==> config.mk <==
export PLATFORM = sky130hd
export DESIGN_NAME = fwd_hazard_scoreboard
export DESIGN_NICKNAME = d
export VERILOG_FILES = /design/src/rtl/fwd_hazard_scoreboard.sv
export SDC_FILE = /design/constraint.sdc
export NUM_CORES = 1
export LEC_CHECK = 0
export CAP_MARGIN = 5
export CORE_MARGIN = 2
export CORE_UTILIZATION = 50
export DETAILED_ROUTE_END_ITERATION = 8
export HOLD_SLACK_MARGIN = 0.06
export PLACE_DENSITY = 0.82
export SLEW_MARGIN = 20
export SYNTH_ARGS = -nofsm -noshare
export SYNTH_HDL_FRONTEND = slang
export SYNTH_SLANG_ARGS = --single-unit
==> constraint.sdc <==
create_clock -name clk -period 3.7 [get_ports clk]
set_input_delay 0.74 -clock clk [delete_from_list [all_inputs] [get_ports clk]]
set_output_delay 0.74 -clock clk [all_outputs]
set_load 0.02 [all_outputs]
==> src/rtl/fwd_hazard_scoreboard.sv <==
// EX-stage forwarding and load-use hazard unit. It tracks in-flight destination
// writes in its own shift register and keeps a saturating count of stall cycles.
module fwd_hazard_scoreboard #(
  parameter int NUM_SRC = 2,
  parameter int NUM_FWD = 2,
  parameter int SEL_W   = $clog2(NUM_FWD + 1),
  parameter int CNT_W   = 16
) (
  input  logic                     clk,
  input  logic                     rst_n,
  input  logic                     ex_valid,
  input  logic [NUM_SRC*5-1:0]     ex_rs_addr,
  input  logic [NUM_SRC-1:0]       ex_rs_valid,
  input  logic [4:0]               ex_rd_addr,
  input  logic                     ex_rd_wr,
  input  logic                     ex_is_load,
  input  logic                     advance,
  input  logic                     flush,
  input  logic                     ld_data_ready,
  output logic [NUM_SRC*SEL_W-1:0] fwd_sel,
  output logic                     load_use_stall,
  output logic [CNT_W-1:0]         stall_count
);

  logic [NUM_FWD-1:0]      r_v;
  logic [NUM_FWD-1:0]      r_wr;
  logic [NUM_FWD-1:0]      r_ld;
  logic [NUM_FWD-1:0][4:0] r_rd;
  logic [CNT_W-1:0]        r_stall_cnt;

  logic [NUM_FWD-1:0]       w_live;
  logic [NUM_SRC*SEL_W-1:0] w_fwd_sel;
  logic                     w_stall;
  logic                     w_rec;

  // Scanning from the oldest stage down lets the nearest live match overwrite older ones.
  function automatic logic [SEL_W-1:0] nearest_sel(
    input logic [4:0]              addr,
    input logic [NUM_FWD-1:0]      live,
    input logic [NUM_FWD-1:0][4:0] rd
  );
    logic [SEL_W-1:0] sel;
    sel = '0;
    for (int k = NUM_FWD - 1; k >= 0; k--) begin
      if (live[k] && rd[k] == addr) sel = SEL_W'(k + 1);
    end
    return sel;
  endfunction

  always_comb begin
    w_live = '0;
    for (int k = 0; k < NUM_FWD; k++) begin
      w_live[k] = r_v[k] & r_wr[k] & (r_rd[k] != 5'd0);
    end
  end

  always_comb begin
    w_fwd_sel = '0;
    w_stall   = 1'b0;
    for (int i = 0; i < NUM_SRC; i++) begin
      if (ex_valid && ex_rs_valid[i] && ex_rs_addr[5*i +: 5] != 5'd0) begin
        w_fwd_sel[i*SEL_W +: SEL_W] = nearest_sel(ex_rs_addr[5*i +: 5], w_live, r_rd);
        if (nearest_sel(ex_rs_addr[5*i +: 5], w_live, r_rd) == SEL_W'(1) &&
            r_ld[0] && !ld_data_ready) begin
          w_stall = 1'b1;
        end
      end
    end
  end

  // A stalled or flushed EX instruction becomes a bubble in stage 0.
  assign w_rec = ex_valid & ~flush & ~w_stall;

  always_ff @(posedge clk) begin
    if (!rst_n) begin
      r_v         <= '0;
      r_wr        <= '0;
      r_ld        <= '0;
      r_rd        <= '0;
      r_stall_cnt <= '0;
    end else begin
      if (advance) begin
        for (int k = NUM_FWD - 1; k >= 1; k--) begin
          r_v[k]  <= r_v[k-1];
          r_wr[k] <= r_wr[k-1];
          r_ld[k] <= r_ld[k-1];
          r_rd[k] <= r_rd[k-1];
        end
        r_v[0]  <= w_rec;
        r_wr[0] <= w_rec & ex_rd_wr;
        r_ld[0] <= w_rec & ex_is_load;
        r_rd[0] <= w_rec ? ex_rd_addr : 5'd0;
      end
      if (w_stall && r_stall_cnt != {CNT_W{1'b1}}) begin
        r_stall_cnt <= r_stall_cnt + CNT_W'(1);
      end
    end
  end

  assign fwd_sel        = w_fwd_sel;
  assign load_use_stall = w_stall;
  assign stall_count    = r_stall_cnt;

endmodule

==> metrics.yaml <==
status:
  status: "finished, final reports clean"
worst_hold_path:
  min-delay-start: "r_ld[0]"
  holdPathEnd: "r_ld[0]"
  min_path_cells: 2
  hold_class: "flip-flop to flip-flop"
setup_path:
  crit_chain: "clkdlybuf4s50_1, or4_1, o211ai_1, nor4_2, o21ai_2, inv_1, clkdlybuf4s50_1"
  ff2ff_setup_slack_ps: 1350
  cp_max_fo: 2
  reg2reg_to: "stall_count[3]"
  reg2reg_depth: 7
  crit_path_start_kind: "input pin"
  critPathRequiredTime_ps: 2960
  crit_arrival_ps: 2840
  path_class: "input pin to output pin"
  critical_path.most_common_cell: "clkdlybuf4s50_1"
  timing.rr.start: "r_rd[0]"
  cp_slowest_stage_delay_ps: 530
  slowest_stage: "or4_1"
  worstSetupEndpointType: "output pin"
synthesis:
  postSynthCellCount: 196
  synth_edf_count: 0
  syn_area_per_cell_um2: 8.66
  ys_seq_area_frac: 0.366
  synth.net_count: 222
  syn_area_um2: 1700
  ys_async_sr_fraction: 0
  synth-seq-cells: 31
  yosysUniqueCellTypes: 39
  synth_ff_type: "dfxtp_1"
  yosys_warnings: 0
timing:
  maxSlewViolCount: 0
  fmax_ghz: 0.279
  relSlewSlack: 0.515
  rsz0062_at_grt: "no"
  setup_viol: 0
  fin_tns_setup_ps: 0
  post-route-period-util: 0.968
  hold_violations: 0
  timing.hold.ws_ps: 480
  min_period_ps: 3580
  tightest_slew_ps: 723
  skew_ps: 7.54
pwr:
  p_leak_uw: 0.000766
  vdd_drop_max_v: 0.000248
  power.density_nw_per_um2: 268
floorplanning:
  chipHeight_um: 62.3
  initial_core_util: 0.517
  die-area_um2: 3880
  die_x_um: 62.3
  ios: 46
  coreArea_um2: 3280
  row_count: 21
route:
  final_antenna_net_count: 0
  num_vias: 1679
  met2_length_um: 1950
  routed_wl_um: 4130
  drt-met1-wl_um: 1880
  dr.pass1.iters: 4
  drt-wirelength-per-cell_um: 14.1
  vias_per_cell: 5.75
  top_layer_used: "met4"
  wl_met3_um: 238
  drc: 0
  drt_iter0_markers: 65
clock_network:
  cts_resized: 0
  cts.sinks: 31
  cts_tree: "done"
  h-tree-depth: 2
  cts-root-buf: "clkbuf_4"
  post_cts_buffers: 0
  clkLatencyLatePin_ps: 330
  clockBufferDepth: 2
  cts_made_buffers: 5
  ctsHoldBuffers: 0
  clkTransAtPathRegs_ps: 90
global_routing:
  grt_max_degree: 39
  antenna_found_initial: 0
  grt_use_total: 0.221
  grt_pass1_wl_um: 6950
  grt_pass1_vias: 1525
  overflow: 0
layout:
  fin_nets: 271
  drive_gt1_frac: 0.0732
  final_common_cell: "clkdlybuf4s50_1"
  antenna_cells: 0
  syn2layout_area_growth_pct: 32.2
  final_cell_mix: "45 x clkdlybuf4s50_1, 31 x dfxtp_1, 19 x nor2_1"
placed_design:
  gp_congestion: 0.885
  hpwl_um: 2990
  port_buffers: 45
flow_run:
  maxCapViolations: 0
==> cell type report <==
class | count | area [µm²]
Tap cell | 46 | 57.6
Fill cell | 284 | 1040
Multi-Input combinational cell | 150 | 993
Timing Repair Buffer | 52 | 503
Clock inverter | 1 | 5.00
Clock buffer | 7 | 45.0
Sequential cell | 31 | 621
Inverter | 5 | 18.8
==> per-layer routing <==
| layer | GRT usage | up-vias |
|---|---|---|
| met1 | 0.289 | 797 |
| li1 | - | 827 |
| met5 | 0 | - |
| met3 | 0.0670 | 7 |
| met4 | 0.0861 | 0 |
| met2 | 0.342 | 48 |
==> state kept, by name, summed over array words and instances (netlist names) <==
signal and flops:
r_wr 2, r_v 2, r_rd 10, stall_count 16, r_ld 1
==> cells by family after synthesis <==
logic type,count (synthesis),share of synthesized area
fa+ha+maj,1,0.00737
flops,31,0.366
buf+inv,15,0.0487
compound gates,41,0.168
xor+xnor,20,0.103
simple gates,79,0.254
mux,9,0.0531
==> through the flow <==
step / std cells / utilization / instance area, µm² / setup WS, ps / total power (µW)
finish: 292 / 0.683 / 2240 / 119 / 600
global route: 292 / 0.683 / 2240 / 29.7 / 629
CTS: 292 / 0.683 / 2240 / 117 / 607
detailed placement: 284 / 0.668 / 2190 / 136 / 423
global placement: 284 / 0.668 / 2190 / 143 / 421
floorplan: 196 / - / 1700 / 763 / 381
==> worst max path at each step <==
| stage | to | startpoint | slack (ps) |
|---|---|---|---|
| after floorplan | load_use_stall | ex_rs_addr[6] | 760 |
| after global placement | load_use_stall | ex_rs_addr[6] | 140 |
| after detailed placement | load_use_stall | ex_rs_addr[6] | 140 |
| after CTS | load_use_stall | ex_rs_addr[6] | 120 |
| after global routing | load_use_stall | ex_rs_addr[6] | 30 |
| final | load_use_stall | ex_rs_addr[1] | 120 |
==> synthesized netlist by cell type, types with 2 or more instances <==
master	number	share of area
o21ai_0	6	0.018
dfxtp_1	31	0.37
xor2_1	6	0.031
nor3_1	8	0.024
nor2_1	19	0.042
o31ai_1	4	0.018
o21a_1	2	0.0088
a32oi_1	7	0.036
inv_1	4	0.0088
or4_1	7	0.031
xnor2_1	14	0.072
nand2_1	12	0.027
o311ai_0	2	0.010
o211ai_1	2	0.0088
buf_1	2	0.0044
a21oi_1	11	0.032
nand3_1	9	0.027
or3_1	9	0.033
clkbuf_1	4	0.0088
nand4_1	5	0.018
buf_6	3	0.020
o41ai_1	2	0.010
nand2b_1	3	0.011
mux2i_1	9	0.053
==> where the power goes <==
| group | internal, µW | switching [µW] |
|---|---|---|
| clock network | 73.9 | 111 |
| logic | 42.5 | 31.5 |
| registers | 337 | 4.69 |
==> critical path: cells and delay by family <==
| kind | cells | cell delay (ps) |
|---|---|---|
| buf+inv | 3 | 1020 |
| compound gates | 2 | 470 |
| simple gates | 2 | 620 |
No activity file was read; power rests on OpenSTA's default activity.
